## src/rtl/mem_bus_pkg.sv

```systemverilog
// mem_bus_pkg: shared types and constants for the unified instruction/data memory arbiter.
package mem_bus_pkg;
    localparam int STRB_W = 4;
    localparam int STREAK_W = 4;
    typedef enum logic [1:0] {OWN_NONE, OWN_INSTR, OWN_DATA} owner_t;
endpackage

```

## src/rtl/mem_arbiter_resp_hold.sv

```systemverilog
// resp_hold: one-entry skid register that presents a read result directly or from a hold slot.
module resp_hold #(
    parameter int DATA_W = 32
) (
    input  logic              clk,
    input  logic              reset,
    input  logic              in_valid,
    input  logic [DATA_W-1:0] in_data,
    input  logic              out_ready,
    output logic              out_valid,
    output logic [DATA_W-1:0] out_data,
    output logic              full
);
    logic              full_q, full_d;
    logic [DATA_W-1:0] data_q, data_d;
    always_comb begin
        full_d = full_q ? !out_ready : in_valid && !out_ready;
        data_d = full_q ? data_q : in_data;
    end
    always_ff @(posedge clk) begin
        if (reset) begin
            full_q <= 1'b0;
            data_q <= '0;
        end else begin
            full_q <= full_d;
            data_q <= data_d;
        end
    end
    // Reset hides a response that would otherwise be bypassed during the reset cycle.
    assign full      = full_q;
    assign out_valid = !reset && (full_q || in_valid);
    assign out_data  = out_valid ? (full_q ? data_q : in_data) : '0;
endmodule

```

## src/rtl/mem_arbiter.sv

```systemverilog
// mem_arbiter: shares one single-port word memory between fetch and load/store ports, data first with fetch anti-starvation.
module mem_arbiter
    import mem_bus_pkg::*;
#(
    parameter int ADDR_W     = 32,
    parameter int DATA_W     = 32,
    parameter int MAX_STREAK = 4
) (
    input  logic                clk,
    input  logic                reset,
    input  logic                i_req_valid,
    output logic                i_req_ready,
    input  logic [ADDR_W-1:0]   i_req_addr,
    output logic                i_resp_valid,
    input  logic                i_resp_ready,
    output logic [DATA_W-1:0]   i_resp_rdata,
    input  logic                d_req_valid,
    output logic                d_req_ready,
    input  logic [ADDR_W-1:0]   d_req_addr,
    input  logic                d_req_we,
    input  logic [DATA_W/8-1:0] d_req_wstrb,
    input  logic [DATA_W-1:0]   d_req_wdata,
    output logic                d_resp_valid,
    input  logic                d_resp_ready,
    output logic [DATA_W-1:0]   d_resp_rdata,
    output logic                mem_en,
    output logic [DATA_W/8-1:0] mem_we,
    output logic [ADDR_W-3:0]   mem_addr,
    output logic [DATA_W-1:0]   mem_wdata,
    input  logic [DATA_W-1:0]   mem_rdata
);
    owner_t              owner_q, owner_d;
    logic                store_q, store_d;
    logic [STREAK_W-1:0] streak_q, streak_d;
    logic                i_full, d_full, i_fly, d_fly;
    logic                i_elig, d_elig, i_win, d_win, at_max;
    assign i_fly  = owner_q == OWN_INSTR;
    assign d_fly  = owner_q == OWN_DATA;
    assign at_max = streak_q == STREAK_W'(MAX_STREAK);
    always_comb begin
        i_elig   = !i_full && !(i_fly && !i_resp_ready);
        d_elig   = !d_full && !(d_fly && !d_resp_ready);
        i_win    = !reset && i_elig && i_req_valid && !(d_elig && d_req_valid && !at_max);
        d_win    = !reset && d_elig && d_req_valid && !i_win;
        owner_d  = i_win ? OWN_INSTR : d_win ? OWN_DATA : OWN_NONE;
        store_d  = d_win && d_req_we;
        // Only data wins that actually overtake a ready fetch count towards starvation.
        streak_d = (!i_req_valid || i_win) ? '0
                 : (d_win && i_elig && !at_max) ? streak_q + 1'b1 : streak_q;
    end
    always_ff @(posedge clk) begin
        if (reset) begin
            owner_q  <= OWN_NONE;
            store_q  <= 1'b0;
            streak_q <= '0;
        end else begin
            owner_q  <= owner_d;
            store_q  <= store_d;
            streak_q <= streak_d;
        end
    end
    assign i_req_ready = i_win;
    assign d_req_ready = d_win;
    assign mem_en      = i_win || d_win;
    assign mem_we      = store_d ? d_req_wstrb : '0;
    assign mem_addr    = d_win ? d_req_addr[ADDR_W-1:2] : i_req_addr[ADDR_W-1:2];
    assign mem_wdata   = d_win ? d_req_wdata : '0;
    resp_hold #(.DATA_W(DATA_W)) u_i_hold (
        .clk       (clk),
        .reset     (reset),
        .in_valid  (i_fly),
        .in_data   (mem_rdata),
        .out_ready (i_resp_ready),
        .out_valid (i_resp_valid),
        .out_data  (i_resp_rdata),
        .full      (i_full)
    );
    resp_hold #(.DATA_W(DATA_W)) u_d_hold (
        .clk       (clk),
        .reset     (reset),
        .in_valid  (d_fly),
        .in_data   (store_q ? '0 : mem_rdata),
        .out_ready (d_resp_ready),
        .out_valid (d_resp_valid),
        .out_data  (d_resp_rdata),
        .full      (d_full)
    );
endmodule
```

## config.mk

```make
export PLATFORM = sky130hd
export DESIGN_NAME = mem_arbiter
export DESIGN_NICKNAME = d
export VERILOG_FILES = /design/src/rtl/mem_bus_pkg.sv /design/src/rtl/mem_arbiter_resp_hold.sv /design/src/rtl/mem_arbiter.sv
export SDC_FILE = /design/constraint.sdc
export NUM_CORES = 1
export LEC_CHECK = 0
export CORE_MARGIN = 4
export CORE_UTILIZATION = 38
export CTS_CLUSTER_DIAMETER = 50
export DETAILED_ROUTE_END_ITERATION = 8
export GPL_ROUTABILITY_DRIVEN = 0
export PLACE_DENSITY = 0.87
export RECOVER_POWER = 25
export SYNTH_ARGS = -nofsm -noshare
export SYNTH_HDL_FRONTEND = slang
export SYNTH_SLANG_ARGS = --single-unit
export TNS_END_PERCENT = 1
```

## constraint.sdc

```tcl
create_clock -name clk -period 3.6 [get_ports clk]
set_clock_uncertainty 0.2 [all_clocks]
set_input_delay 0.36 -clock clk [delete_from_list [all_inputs] [get_ports clk]]
set_output_delay 0.36 -clock clk [all_outputs]
set_load 0.05 [all_outputs]
```

==> results of run 1 <==
[report_power, final]
group	internal (mW)	switching [mW]	leakage [nW]	total [mW]
combinational	0.389	0.473	2.17	0.862
sequential	0.855	0.0170	0.606	0.872
clock	0.476	0.303	0.122	0.779
[registers in the layout (all words and copies together) (netlist names)]
| register | cells |
|---|---|
| owner_q | 2 |
| store_q | 1 |
| streak_q | 4 |
| u_d_hold.data_q | 32 |
| u_d_hold.full | 1 |
| u_i_hold.data_q | 32 |
| u_i_hold.full | 1 |
[layout by cell type (no fill, tap or decap)]
cell type        count
o21ai_0              2
mux2_4              30
nand4b_2             1
or3b_4               1
a21oi_1              3
buf_12              44
a311oi_2             1
nand2_1              1
and3b_1              2
ha_1                 2
nand2b_1             1
clkinv_4             1
buf_4               58
and2b_2              1
clkdlybuf4s50_1    178
dfxtp_2              1
nor3_1              34
nor2_1              69
clkinv_2             1
bufinv_16            3
dfxtp_1             72
or3_1                2
a22oi_1             31
nand3_1              1
nand3b_1             1
nor2_4               1
buf_2                1
clkbuf_8            10
and3_1               4
or3b_2               2
nor4b_4              2
a21oi_2              2
inv_1                5
nand3b_4             1
nor2b_1             32
xnor2_1              1
nor3b_2              1
and2_1              33
mux2i_1             33
[per-stage QoR]
step           hold WS (ns)  util, %
2_1_floorplan         0.237        -
3_3_place_gp          0.251     70.8
3_5_place_dp          0.261     70.8
4_1_cts               0.272     73.2
5_1_grt               0.317     73.2
6_report              0.268     73.2
[final timing paths]
check | slack [ns] | from | end | cells past startpoint
setup / recovery | 0.43 | u_d_hold.full | d_resp_rdata[11] | 6
hold / removal | 0.27 | u_d_hold.data_q[21] | u_d_hold.data_q[21] | 2
setup reg to reg | 1.61 | u_d_hold.full | streak_q[3] | 5
hold reg to reg | 0.27 | u_d_hold.data_q[21] | u_d_hold.data_q[21] | 2
[cell type report]
class	instances	area share (%)
clock buffers	10	1.92
multi-input cells	295	30.2
flip-flops and latches	73	20.4
well taps	133	2.33
repair buffers	281	43.4
inverters	5	0.262
clock inverters	5	1.45
[per-layer routing]
layer  global-route usage, %  share of wire [%]  vias to the layer above
li1                        -                  -                     1902
met1                    30.7                 38                     1912
met2                    48.9                 50                      181
met3                    7.16                8.0                       26
met4                    11.5                4.0                        0
met5                       0                  0                        -
[cells by family (layout without fill, tap and decap cells)]
family,after synthesis,count (layout),share of synthesized area (%)
AO/OA/AOI/OAI,39,39,7.40
XOR/XNOR,1,1,0.229
adder cells (fa/ha/maj),2,2,0.655
buffers and inverters,40,301,5.34
flip-flops,73,73,38.3
multiplexers,63,63,20.4
AND/OR/NAND/NOR,190,190,27.7
[cell usage after synthesis (all sizes together)]
cell     n  area share [%]
nand3b   2            0.72
and2    33             5.4
nor3    34             4.5
buf     15             2.9
a311oi   1            0.39
nand2b   1            0.16
mux2i   33             8.6
mux2    30              12
nor2    70             7.1
nand3    1            0.13
inv      5            0.49
nand2    1           0.098
a22oi   31             6.1
and2b    1            0.23
or3      2            0.33
clkbuf  20             2.0
nand4b   1            0.39
or3b     3            0.75
ha       2            0.65
a21oi    5            0.65
and3     4            0.65
and3b    2            0.46
nor3b    1            0.33
o21ai    2            0.26
nor4b    2             1.2
nor2b   32             5.2
xnor2    1            0.23
dfxtp   73              38
[worst max-delay path: stages (launching register included)]
cell and delay, ns:
dfxtp_1 0.31, nor2_1 0.41, buf_4 0.30, a22oi_1 0.09, nor2_1 0.15, nor2b_1 0.19
clkdlybuf4s50_1 0.83
==> impl_metrics.yaml, run 1 <==
status:
  outcome: "finished, final reports clean"
grt:
  grt_max_degree: 67
  grt_pass1_vias: 4247
  grt-ovfl-total: 0
  grt_pass1_wl_mm: 24.2
  antenna_found_initial: 0
  grt_usage_pct: 27.4
finish:
  stdcell_count: 802
  diodes: 0
  multi_input_area_um2: 2160
  fin_nets: 806
  fill_cells: 699
  layout-drive-gt1-share_pct: 24.2
  regArea_um2: 1460
  design_area_um2: 7150
  syn2layout_area_growth_pct: 87.3
die:
  start_util_pct: 39.1
  ios: 274
  fp-row-count: 36
  die_h_um: 108
  die_w_um: 108
  dieArea_um2: 11700
  core_um2: 9770
clock_network:
  clock_sinks: 73
  post_cts_buffers: 0
  clk_path_buf_depth: 2
  cts_buffers: 9
  h-tree-depth: 3
  cts.clk_slew.worst_paths_ns: 0.07
  clk_latency_ns: 0.33
  cts_root_buf: "clkbuf_8"
  holdBufCountCts: 0
  post_cts_resize_count: 0
  cts_tree: "yes"
drt:
  wl_mm: 16.9
  dr.pass1.iters: 5
  drt_iter0_drc: 206
  vias_per_cell: 5.01
  vias: 4021
  post-route-drc-count: 0
  antenna_left: 0
  wl_per_cell_um: 21.0
synthesis:
  avgSynthCellArea_um2: 9.36
  synth-seq-cells: 73
  ys_warn_count: 0
  synth.distinct_cells: 33
  yosysSeqAreaShare_pct: 38.3
  syn_area_um2: 3820
  synthesis.nets: 549
  syn-instance-count: 408
sta:
  fmax_ghz: 0.315
  relSlewSlack_pct: 55.8
  grt_setup_unrepaired: "false"
  maxSlewViolCount: 0
  tightest_slew_ns: 0.662
  fin_setup_tns_ns: 0
  period_needed_ns: 3.17
  min_period_over_period_pct: 88.2
  final-setup-viol-count: 0
  finalWorstSetupSlack_ns: 0.426
  finalHoldViolCount: 0
power_and_ir_drop:
  fin_total_pwr_mw: 2.51
  irDropWorstVdd_uv: 297
  p_per_area_nw_per_um2: 351
  power_leakage_nw: 2.90
place:
  dpl.hpwl_mm: 13.5
  io_buffers: 269
  placed_cell_area_um2: 6920
  place_ws_ns: 0.837
  dp.cells: 787
critical_path:
  required_ns: 3.04
  crit_arrival_ns: 2.61
  end_kind: "output pin"
  crit_type: "reg2out"
  cp-start-kind: "register"
  critPathMaxFanout: 13
min_path:
  hold_class: "reg2reg"
run:
  drv_cap: 0
Note: power is estimated with default switching activity, not from simulation.
==> inputs of run 2 (changes only) <==
==> constraint.sdc (replaced) <==
create_clock -name clk -period 3.97 [get_ports clk]
set_clock_uncertainty 0.2 [all_clocks]
set_input_delay 0.397 -clock clk [delete_from_list [all_inputs] [get_ports clk]]
set_output_delay 0.397 -clock clk [all_outputs]
set_load 0.05 [all_outputs]
==> impl_metrics.yaml, run 2 (synthesized netlist as in run 1, its figures left out) <==
status:
  outcome: "finished, final reports clean"
sta:
  grt_setup_unrepaired: "false"
  min_period_over_period_pct: 92.0
  finalHoldViolCount: 0
  relSlewSlack_pct: 53.2
  fin_setup_tns_ns: 0
  hold_slack_ns: 0.195
  maxSlewViolCount: 0
  tightest_slew_ns: 0.702
  fmax_ghz: 0.274
  period_needed_ns: 3.65
  finalWorstSetupSlack_ns: 0.317
  final-setup-viol-count: 0
clock_network:
  post_cts_resize_count: 0
  clk_latency_ns: 0.35
  h-tree-depth: 3
  clock_sinks: 73
  holdBufCountCts: 0
  cts_buffers: 9
  cts_root_buf: "clkbuf_8"
  cts.clk_slew.worst_paths_ns: 0.08
  cts_tree: "yes"
  post_cts_buffers: 0
  clk_path_buf_depth: 2
die:
  ios: 274
  core_um2: 9770
  die_h_um: 108
  fp-row-count: 36
  dieArea_um2: 11700
  die_w_um: 108
  start_util_pct: 39.1
place:
  io_buffers: 269
  dp.cells: 785
  dpl.hpwl_mm: 12.8
  place_ws_ns: 0.582
drt:
  dr.pass1.iters: 5
  vias: 4010
  antenna_left: 0
  wl_per_cell_um: 20.5
  drt_iter0_drc: 321
  post-route-drc-count: 0
  vias_per_cell: 5.01
  wl_mm: 16.4
critical_path:
  crit_type: "reg2out"
  slowest_delay_ns: 0.84
  path_delay_family: "buffers and inverters"
  critPathBufInv: 2
  cp-start-kind: "register"
  slowest_stage: "clkdlybuf4s50_1"
  regToRegSetupSlack_ns: 1.69
  crit_arrival_ns: 3.06
  critPathMaxFanout: 15
  end_kind: "output pin"
  path_cells: "clkbuf_1, a22oi_1, nor2_1, nor2b_1, clkdlybuf4s50_1"
  required_ns: 3.37
power_and_ir_drop:
  p_per_area_nw_per_um2: 340
  irDropWorstVdd_uv: 302
  power_leakage_nw: 2.68
finish:
  layout_common_cells: "213 x clkdlybuf4s50_1, 72 x dfxtp_1, 68 x nor2_1, 63 x buf_4, 34 x nor3_1"
  layout-drive-gt1-share_pct: 18.4
  syn2layout_area_growth_pct: 75.1
  reg.largest.list: "u_d_hold.data_q (32), u_i_hold.data_q (32), streak_q (4)"
  diodes: 0
  fin_nets: 804
  final_common_cell: "clkdlybuf4s50_1"
  stdcell_count: 801
grt:
  antenna_found_initial: 0
  grt_pass1_wl_mm: 23.7
  grt-ovfl-total: 0
  grt_max_degree: 73
  grt_pass1_vias: 4089
  grt_usage_pct: 26.8
min_path:
  hold_class: "in2reg"
run:
  drv_cap: 0
-- run 2: changes by cell type in the layout (fill, tap and decap cells not counted), moves of 2 or more --
| cell | previous run | this run |
|---|---|---|
| buf_12 | 44 | 0 |
| buf_4 | 58 | 63 |
| clkbuf_1 | 0 | 2 |
| clkdlybuf4s50_1 | 178 | 213 |
-- run 2: metal layers --
layer	track usage (%)	vias up	wire length (um)	share of wire (%)
li1	-	1904	-	-
met1	29.4	1868	6140	37
met2	45.8	194	7950	48
met3	8.90	44	1450	8.8
met4	13.9	0	859	5.2
met5	0	-	0	0
-- run 2: path summary, 6_finish.rpt --
path,endpoint,start,cells past startpoint
setup reg to reg,streak_q[3],u_d_hold.full,5
setup / recovery,d_resp_rdata[11],u_d_hold.full,5
hold / removal,owner_q[1],reset,3
hold reg to reg,u_d_hold.data_q[21],u_d_hold.data_q[21],2
-- run 2: final cells by class --
| cell class | count | area, um^2 |
|---|---|---|
| fillers | 773 | 3090 |
| repair buffers | 279 | 2620 |
| multi-input cells | 295 | 2160 |
| flip-flops and latches | 73 | 1460 |
| well taps | 133 | 166 |
| clock inverters | 7 | 143 |
| clock buffers | 9 | 124 |
| inverters | 5 | 18.8 |
-- run 2: through the flow --
stage | area (um^2) | util (%) | total power, mW
5_1_grt | 6690 | 68.4 | 2.36
6_report | 6690 | 68.4 | 2.28
4_1_cts | 6700 | 68.6 | 2.29
2_1_floorplan | 3820 | - | 1.23
3_3_place_gp | 6440 | 65.9 | 1.51
3_5_place_dp | 6440 | 65.9 | 1.53
-- run 2: power by group --
part | internal [mW] | total (mW) | switching [mW] | leakage [nW]
logic | 0.305 | 0.719 | 0.414 | 1.94
registers | 0.775 | 0.792 | 0.0168 | 0.606
clock network | 0.482 | 0.766 | 0.284 | 0.133
-- run 2: tightest hold or removal path: stages --
cell      delay [ns]
buf_2           0.10
nand3b_4        0.15
nor2_1          0.05
==> inputs of run 3 (changes only) <==
--- a/config.mk
+++ b/config.mk
@@ -5,8 +5,9 @@
 export SDC_FILE = /design/constraint.sdc
 export NUM_CORES = 1
 export LEC_CHECK = 0
+export CORE_ASPECT_RATIO = 1.5
 export CORE_MARGIN = 4
-export CORE_UTILIZATION = 38
+export CORE_UTILIZATION = 45
 export CTS_CLUSTER_DIAMETER = 50
 export DETAILED_ROUTE_END_ITERATION = 8
 export GPL_ROUTABILITY_DRIVEN = 0
@@ -14,5 +15,6 @@
 export RECOVER_POWER = 25
 export SYNTH_ARGS = -nofsm -noshare
 export SYNTH_HDL_FRONTEND = slang
+export SYNTH_HIERARCHICAL = 1
 export SYNTH_SLANG_ARGS = --single-unit
 export TNS_END_PERCENT = 1
==> impl_metrics.yaml, run 3 <==
clock_network:
  cts_root_buf: "clkbuf_16"
  clk_latency_ns: 0.33
  clock_sinks: 73
  clk_path_buf_depth: 2
  post_cts_buffers: 0
  cts_tree: "yes"
  post_cts_resize_count: 0
  cts.clk_slew.worst_paths_ns: 0.06
  holdBufCountCts: 0
  h-tree-depth: 3
  cts_buffers: 9
grt:
  grt_busiest_layer: "met2"
  use_met3_pct: 6.09
  grt_pass1_wl_mm: 28.4
  grt_pass1_vias: 5202
  grt_usage_pct: 25.5
  grt-ovfl-total: 0
  antenna_found_initial: 0
  grt_use_met2_pct: 44.9
  met1_usage_pct: 28.2
  grt_max_degree: 67
critical_path:
  rr_worst_depth: 7
  end_kind: "output pin"
  regToRegEndpoint: "store_q"
  r2r-start: "streak_q[0]"
  cp-start-kind: "register"
  critPathMaxFanout: 41
  required_ns: 3.37
  crit_type: "reg2out"
  crit_arrival_ns: 2.88
  slowest_stage: "clkdlybuf4s50_1"
  slowest_delay_ns: 0.87
  regToRegSetupSlack_ns: 1.81
  path_cells: "nor2b_1, a311oi_1, and3b_1, nand2b_1, clkdlybuf4s50_1"
sta:
  grt_setup_unrepaired: "false"
  finalWorstSetupSlack_ns: 0.497
  maxSlewViolCount: 0
  relSlewSlack_pct: 21.8
  fin_setup_tns_ns: 0
  fmax_ghz: 0.288
  min_period_over_period_pct: 87.5
  tightest_slew_ns: 1.17
  final-setup-viol-count: 0
  period_needed_ns: 3.47
  finalHoldViolCount: 0
min_path:
  hold_start: "u_i_hold/data_q[30]"
  holdPathStages: 2
  hold_class: "reg2reg"
  min_to: "u_i_hold/data_q[30]"
power_and_ir_drop:
  p_sw_uw: 812
  power_frac_comb_pct: 32.1
  clockPowerShare_pct: 34.2
  internal_power_mw: 1.63
  p_per_area_nw_per_um2: 289
  p_seq_share_pct: 33.7
  power_leakage_nw: 3.70
  switching_share_pct: 33.2
  irDropWorstVdd_uv: 167
drt:
  antenna_left: 0
  vias: 5100
  wl_per_cell_um: 19.5
  dr.pass1.iters: 4
  drt_iter0_drc: 166
  vias_per_cell: 5.19
  post-route-drc-count: 0
  wl_mm: 19.2
finish:
  layout-drive-gt1-share_pct: 36.1
  reg.largest.list: "u_d_hold/data_q (32), u_i_hold/data_q (32), streak_q (4)"
  final_common_cell: "clkdlybuf4s50_1"
  diodes: 0
  syn2layout_area_growth_pct: 48.7
  layout_common_cells: "202 x clkdlybuf4s50_1, 107 x a21oi_2, 71 x dfxtp_1, 68 x buf_4"
  fin_nets: 962
synthesis:
  ys_warn_count: 6
  syn-instance-count: 583
  yosysSeqAreaShare_pct: 25.7
  ys.flop_type: "dfxtp_1"
  synth_area_leader_cell: "dfxtp_1"
  synth_top_family_by_area: "simple AND/OR/NAND/NOR gates"
  synthesis.nets: 724
  synth-seq-cells: 73
  synth.distinct_cells: 34
  synth_xor_area_share_pct: 0.154
  yosysTopAreaCellShare_pct: 25.7
  synth_common_cells: "120 x a21oi_2, 73 x dfxtp_1, 65 x nand2b_1, 65 x nand3b_1, 60 x nand2_4"
  synthMuxAreaShare_pct: 8.10
  synth-simple-area-share_pct: 38.9
  synthArstFlopShare_pct: 0
  syn_area_um2: 5690
  synth-edff-count: 0
  yosys-top-cells-area: "dfxtp_1 26%, a21oi_2 18%, nand2_4 12%"
  synthAdderAreaFrac_pct: 0.440
  avgSynthCellArea_um2: 9.75
  synth_most_common_cell: "a21oi_2"
  synth_compound_area_share_pct: 19.8
status:
  outcome: "finished, final reports clean"
place:
  dpl.hpwl_mm: 15.5
  place_ws_ns: 0.643
  io_buffers: 269
die:
  die_h_um: 146
  core_um2: 12400
  dieArea_um2: 14500
  ios: 274
  start_util_pct: 45.7
  die_w_um: 99.8
  fp-row-count: 50
run:
  drv_cap: 0
-- run 3: changes by cell type after synthesis, moves of 15 or more --
| cell | previous run | this run |
|---|---|---|
| mux2i_1 | 33 | 1 |
| nor2_1 | 69 | 7 |
| buf_2 | 7 | 22 |
| nand2b_1 | 1 | 65 |
| a22oi_1 | 31 | 0 |
| nor3_1 | 34 | 2 |
| a21oi_2 | 0 | 120 |
| nand2_4 | 0 | 60 |
| nand3b_1 | 1 | 65 |
-- run 3: critical path, delay by kind of cell, from the launching register on --
kind	cells	cell delay [ns]
AOI/OAI and AO/OA	1	0.39
DFF	1	0.72
buffers and inverters	1	0.87
and+or+nand+nor	3	0.55
-- run 3: cells by family after synthesis --
kind of cell             count (synthesis)
flip-flops                              73
AO/OA/AOI/OAI                          133
buffers and inverters                   55
AND/OR/NAND/NOR                        288
adder cells (fa/ha/maj)                  2
multiplexers                            31
XOR/XNOR                                 1
-- run 3: area by class of cell --
type	count	area, um^2
clock buffer	12	256
tap	156	195
clock inverter	4	51.3
fill	971	4000
multi-input combinational	455	3770
timing repair buffer	279	2700
inverter	3	11.3
sequential	73	1470
-- run 3: metal layers --
layer | share of wire, % | vias up
met4 | 4.0 | 0
met3 | 9.0 | 35
li1 | - | 2446
met5 | 0 | -
met2 | 51 | 253
met1 | 36 | 2366
-- run 3: through the flow --
stage	total power, mW	area [um^2]	instances	hold slack, ns	util (%)
after CTS	2.48	8520	982	0.264	68.5
after global routing	2.53	8450	982	0.291	67.9
after floorplan	1.33	5690	583	0.240	-
final	2.45	8450	982	0.263	67.9
after detailed placement	1.63	8220	966	0.255	66.0
after global placement	1.62	8220	966	0.249	66.0
-- run 3: worst max path at each step --
stage                  startpoint             to  slack, ns  cells past startpoint
finish              u_d_hold/full         mem_en       0.50                      5
global route        u_d_hold/full         mem_en       0.40                      5
CTS                 u_d_hold/full         mem_en       0.55                      5
detailed placement   d_resp_ready         mem_en       0.64                      6
global placement     d_resp_ready         mem_en       0.67                      6
floorplan             streak_q[0]  mem_wdata[22]       1.27                      7
-- run 3: power groups by stage --
stage	clock, mW	sequential (mW)	combinational, mW
CTS	0.854	0.824	0.797
detailed placement	0	0.840	0.794
floorplan	0	0.823	0.507
global placement	0	0.837	0.781
finish	0.838	0.824	0.786
global route	0.880	0.829	0.824
==> RTL edit 1 (config.mk and constraints of run 1) <==
The 3 values of `owner_t` get a one-hot encoding in 3 bits.
--- a/src/rtl/mem_bus_pkg.sv
+++ b/src/rtl/mem_bus_pkg.sv
@@ -2,6 +2,6 @@
 package mem_bus_pkg;
     localparam int STRB_W = 4;
     localparam int STREAK_W = 4;
-    typedef enum logic [1:0] {OWN_NONE, OWN_INSTR, OWN_DATA} owner_t;
+    typedef enum logic [2:0] {OWN_NONE = 3'b001, OWN_INSTR = 3'b010, OWN_DATA = 3'b100} owner_t;
 endpackage
 
Formal check against the unedited RTL: same outputs for any inputs over 10 cycles, from zero or initial values and one cycle with reset high; not proved beyond that.
==> RTL edit 1 against run 1 <==
  * Worst setup slack worse by 0.12 ns
  * Cell area down 5.3%
  * Total power down 10%
  * Sequential power is 1% higher
  * Critical path depth grew 1
  * Critical endpoint is now d_resp_rdata[12]
  * Wire length decreased by 7.5%
  * Largest power group unchanged
  * First-iteration DRC count is 4.4% lower
  * Sequential cell count rose by 1
  * Highest routed layer is now met5
  * Area after synthesis is 1.0% lower
==> RTL edit 1: results (changes against run 1) <==
- The static leakage power is 2.77 nW (-4.4%).
- The number of instances resized during post-cts repair is 0 (unchanged).
- The post-CTS setup buffer count came to 0 (unchanged).
- The number of nets at the end of the flow was 804 (-0.25%).
- The distinct cell type count of the synthesized netlist was 33 (unchanged).
- The endpoint arrival time on the critical path came to 2.74 ns (+0.13 ns).
- The post-synthesis async set-or-reset flop share came to 0% (unchanged).
- The via count of the first global-routing pass came to 4,031 (-5.1%).
- The largest fanout of any net on the critical path is 22 (+9).
- The total global-route track usage is 25.2% (-2.2 points).
- The startpoint identified for the worst register-to-register timing path is u_i_hold.full.
- The CTS clock-pin slew for the worst setup and hold paths is 0.07 ns (about the same).
- The total detailed-routing wirelength is 15,600 microns (-7.5%).
- The count of port buffers added during placement is 269 (unchanged).
- The fraction of the mapped netlist area in adder cells is 0.662% (+0.0067 points).
- The number of clock buffers inserted by TritonCTS is 9 (unchanged).
- The slew of the pin with the lowest slew margin is 1.01 ns (+0.349 ns).
- The flow ran to the end, and the final reports show no timing, DRC or antenna violations.
- The share of the synthesized area in compound gates (AO/OA/AOI/OAI) is 7.48% (+0.076 points).
- The post-synth net total is 551 (+0.36%).
- The maximum vdd ir drop is 0.000293 V (-1.4%).
- The clock latency on the worst-skew pair is 0.33 ns (about the same).
- The first-pass iteration count of the detailed router came to 4 (-1).
- In the post-synthesis netlist, the biggest area contributors are sky130_fd_sc_hd__dfxtp_1 39%, sky130_fd_sc_hd__mux2_4 12%, sky130_fd_sc_hd__mux2i_1 8.7%.
- The fraction of final layout cells sized beyond drive strength 1 is 24.0% (-0.23 points).
- The origin of the worst min-delay path is reset.
- The half-perimeter wire length after placement is 12,300 microns (-8.4%).
- The depth of the CTS H-tree came to 3 (unchanged).
- The path depth of the worst reg2reg path is 5 (unchanged).
- The xor and xnor area share after synthesis is 0.232% (+0.0024 points).
- The number of DRC markers after the initial detailed-route iteration is 197 (-4.4%).
- The initial antenna violation count is 5 (+5).
- The global-route wire length before repair was 22,400 microns (-7.4%).
- The maximum number of pins on one net before global-route repair is 83 (+24%).
- The number of cells on the worst hold path came to 2 (unchanged).
- The path class of the lowest-slack min-delay path is input pin to flop.
- By count the netlist is led by 74 x sky130_fd_sc_hd__dfxtp_1, 71 x sky130_fd_sc_hd__nor2_1, 34 x sky130_fd_sc_hd__nor2b_1, 34 x sky130_fd_sc_hd__nor3_1.
- The mux share of post-synthesis cell area is 20.6% (+0.21 points).
- The sequential cell area fraction in the yosys report is 39.2% (+0.92 points).
- The largest registers in the layout are u_d_hold.data_q x32, u_i_hold.data_q x32, streak_q x4.
- The delay of the slowest cell on the worst path is 0.86 ns (+0.03 ns).
- Among all stages on the critical path, the largest delay is contributed by sky130_fd_sc_hd__nor2_1.
- The average via count per standard cell came to 4.93 (-1.8%).
-- RTL edit 1: metal layers --
layer  wire, microns  global-route usage (%)  share of wire, %
met3            1420                    9.54               9.1
met2            8100                    45.0                52
met1            5770                    28.0                37
met5              41                       0              0.26
met4             287                    6.49               1.8
-- RTL edit 1: where the power goes --
part           total (mW)  internal (mW)  switching, mW  leakage (nW)
Sequential          0.881          0.864         0.0163         0.614
Combinational       0.703          0.321          0.381          2.06
Clock               0.679          0.390          0.289         0.100
-- RTL edit 1: critical path, delay by kind of cell (launching register included) --
kind                   cells  cell delay (ns)
AND/OR/NAND/NOR            3             1.25
buffers and inverters      3             0.73
flip-flops                 1             0.33
AO/OA/AOI/OAI              1             0.08
-- RTL edit 1: area by class of cell --
cell class | count | area (sq um)
fill | 752 | 2960
timing repair buffer | 277 | 2770
multi-input combinational | 298 | 2130
sequential | 74 | 1480
tap | 133 | 166
clock buffer | 11 | 131
clock inverter | 4 | 76.3
inverter | 3 | 11.3
antenna | 2 | 5.00
-- RTL edit 1: cell families (layout without fill, tap and decap cells) --
logic type,count (synthesis),in the layout
and+or+nand+nor,193,193
adders and majority gates,2,2
xor gates and xnor gates,1,1
muxes,63,63
AOI/OAI and AO/OA,39,39
other,0,2
buffers and inverters,38,295
DFF,74,74
-- RTL edit 1: worst paths after layout --
kind / end / slack [ns]
worst max-delay path: d_resp_rdata[12] / 0.30
worst min-delay path: u_i_hold.data_q[2] / 0.25
worst max register to register: streak_q[3] / 1.29
worst min register to register: u_d_hold.data_q[17] / 0.29
-- RTL edit 1: through the flow --
stage	instances	hold WS, ns	cell area [sq um]	power, mW	setup WS [ns]
after detailed placement	785	0.276	6570	1.60	0.502
after global routing	802	0.254	6770	2.35	0.151
final	802	0.253	6770	2.26	0.304
after CTS	800	0.221	6780	2.28	0.378
after global placement	785	0.261	6570	1.59	0.562
after floorplan	410	0.237	3780	1.29	0.890
==> RTL edit 2 (config.mk and constraints of run 1) <==
Without the edit above. Set the parameter `ADDR_W` to 16 (it was 32).
--- a/src/rtl/mem_arbiter.sv
+++ b/src/rtl/mem_arbiter.sv
@@ -2,7 +2,7 @@
 module mem_arbiter
     import mem_bus_pkg::*;
 #(
-    parameter int ADDR_W     = 32,
+    parameter int ADDR_W     = 16,
     parameter int DATA_W     = 32,
     parameter int MAX_STREAK = 4
 ) (
Ports: changed (resized d_req_addr, i_req_addr and mem_addr); port bits go from 274 to 226. No check against the original RTL was run, so the function may have changed too.
==> RTL edit 2 against run 1 <==
  * Worst setup slack about the same
  * Maximum frequency about the same
  * Synthesized cell count fell by 4.4%
  * Cell area fell by 9.0%
  * Sequential power hardly changed
  * Area after synthesis shrank 7.2%
  * Via count fell by 11%
  * Total power shrank 10%
  * First-iteration DRC count decreased by 36%
  * Wire length fell by 24%
  * Global-route usage down 4.6 points
  * Sequential cell count stayed put
  * Critical path depth grew 2
  * Register-to-register slack worse by 0.36 ns
  * Largest power group unchanged
  * Highest routed layer unchanged
==> RTL edit 2: results (changes against run 1) <==
- The met2 wirelength from detailed routing is 6900 microns (-18%).
- The number of DRC markers after the initial detailed-route iteration is 132 (-36%).
- The average via count per standard cell is 4.98 (-0.69%).
- The count of sequential standard cells is 73 (unchanged).
- The clock network area share is 3.27% (-0.11 points).
- The amount of wire on met3 after detailed routing is 875 microns (-35%).
- The number of nets at the end of the flow was 712 (-12%).
- The final-layout fill cell count is 609 (-13%).
- The multi-input gate area in the final layout is 1910 sq um (-11%).
- The total number of multi-input combinational cells is 279 (-5.4%).
- The switching fraction of total power is 31.7% (+0.17 points).
- The fraction of final layout cells sized beyond drive strength 1 is 22.4% (-1.8 points).
- The proportion of power drawn by flip-flops and latches is 38.6% (+3.9 points).
- The largest fanout of any net on the critical path is 11 (-2).
- The distinct cell type count of the synthesized netlist was 34 (+3.0%).
- The non-clock buffer area fraction after layout came to 42.5% (-0.89 points).
- The number of clock-tree buffers in the layout came to 10 (unchanged).
- The static leakage power came to 2.61 nW (-10%).
- The total global-route track usage is 22.8% (-4.6 points).
- The met1 global-route usage is 24.7% (-5.9 points).
- The kind of cell with the highest combined delay along the critical path is simple AND/OR/NAND/NOR gates.
- The share of the synthesized area in the top cell type was 41.2% (+3.0 points).
- The delay of the slowest cell on the worst path is 0.64 ns (-0.19 ns).
- The power attributed to combinational cells is 0.720 mW (-16%).
- The via count of the first global-routing pass came to 3,796 (-11%).
- The run finished with clean final reports.
- The number of instances resized during post-cts repair is 0 (unchanged).
- The remaining max-slew budget at the tightest pin is 50.5% (-5.3 points).
- The cell total after placement is 700 (-11%).
- Ranked by total cell area, the synthesized netlist is headed by sky130_fd_sc_hd__dfxtp_1 41%, sky130_fd_sc_hd__mux2i_1 9.3%, sky130_fd_sc_hd__nor2_1 7.3%.
- The final non-filler cell total was 716 (-11%).
- The total detailed-routing wirelength came to 12,800 microns (-24%).
- The maximum number of pins on one net before global-route repair was 56 (-16%).
- The sequential cell area fraction in the yosys report came to 41.2% (+3.0 points).
- The average instance area after synthesis is 9.09 sq um (-2.9%).
- The count of port buffers added during placement came to 221 (-18%).
- The half-perimeter wire length after placement is 10,100 microns (-25%).
- The maximum vdd ir drop is 0.000248 V (-16%).
- The top flip-flop cell by instance count after synthesis is sky130_fd_sc_hd__dfxtp_1.
- The post-synth net total is 499 (-9.1%).
- The routing usage on met3 is 7.58% (+0.42 points).
- The met2 usage in global routing was 42.2% (-6.7 points).
- The cell with the biggest individual delay on the critical path is sky130_fd_sc_hd__nor4b_1.
- The commonest cells after synthesis are 73 x sky130_fd_sc_hd__dfxtp_1, 69 x sky130_fd_sc_hd__nor2_1, 34 x sky130_fd_sc_hd__nor3_1.
- The global-route wire length before repair is 20,000 microns (-17%).
-- RTL edit 2: cell count changes after synthesis --
cell                              run 1  this run
sky130_fd_sc_hd__clkbuf_1            20        14
sky130_fd_sc_hd__buf_2                7        11
sky130_fd_sc_hd__mux2_2               0         2
sky130_fd_sc_hd__or3b_2               2         1
sky130_fd_sc_hd__buf_6                6         3
sky130_fd_sc_hd__mux2_4              30        12
sky130_fd_sc_hd__nor2b_1             32        33
sky130_fd_sc_hd__and2b_2              1         0
sky130_fd_sc_hd__or3b_1               0         1
sky130_fd_sc_hd__buf_1                2         5
-- RTL edit 2: through the flow --
| step | util [%] | power (mW) | instance area (sq um) | hold WS, ns | worst slack (ns) |
|---|---|---|---|---|---|
| floorplan | - | 1.26 | 3540 | 0.237 | 0.970 |
| global placement | 71.0 | 1.59 | 6310 | 0.253 | 0.688 |
| detailed placement | 71.0 | 1.61 | 6310 | 0.259 | 0.648 |
| CTS | 73.4 | 2.28 | 6520 | 0.273 | 0.395 |
| global route | 73.2 | 2.35 | 6510 | 0.309 | 0.189 |
| finish | 73.2 | 2.26 | 6510 | 0.273 | 0.426 |
-- RTL edit 2: worst paths after layout --
| check | slack, ns | cells after the start | from | endpoint |
|---|---|---|---|---|
| min reg2reg | 0.27 | 2 | u_d_hold.data_q[21] | u_d_hold.data_q[21] |
| max | 0.43 | 8 | streak_q[0] | mem_addr[9] |
| min | 0.27 | 2 | u_d_hold.data_q[21] | u_d_hold.data_q[21] |
| max reg2reg | 1.25 | 7 | streak_q[0] | store_q |
-- RTL edit 2: kinds of logic (layout without fill, tap and decap cells) --
logic type,count (synthesis),count (layout),share of synthesized area (%)
xor+xnor,1,1,0.247
mux,47,47,15.0
fa+ha+maj,2,2,0.706
buf+inv,38,256,5.05
compound gates,39,39,7.98
flops,73,73,41.2
simple gates,190,190,29.8
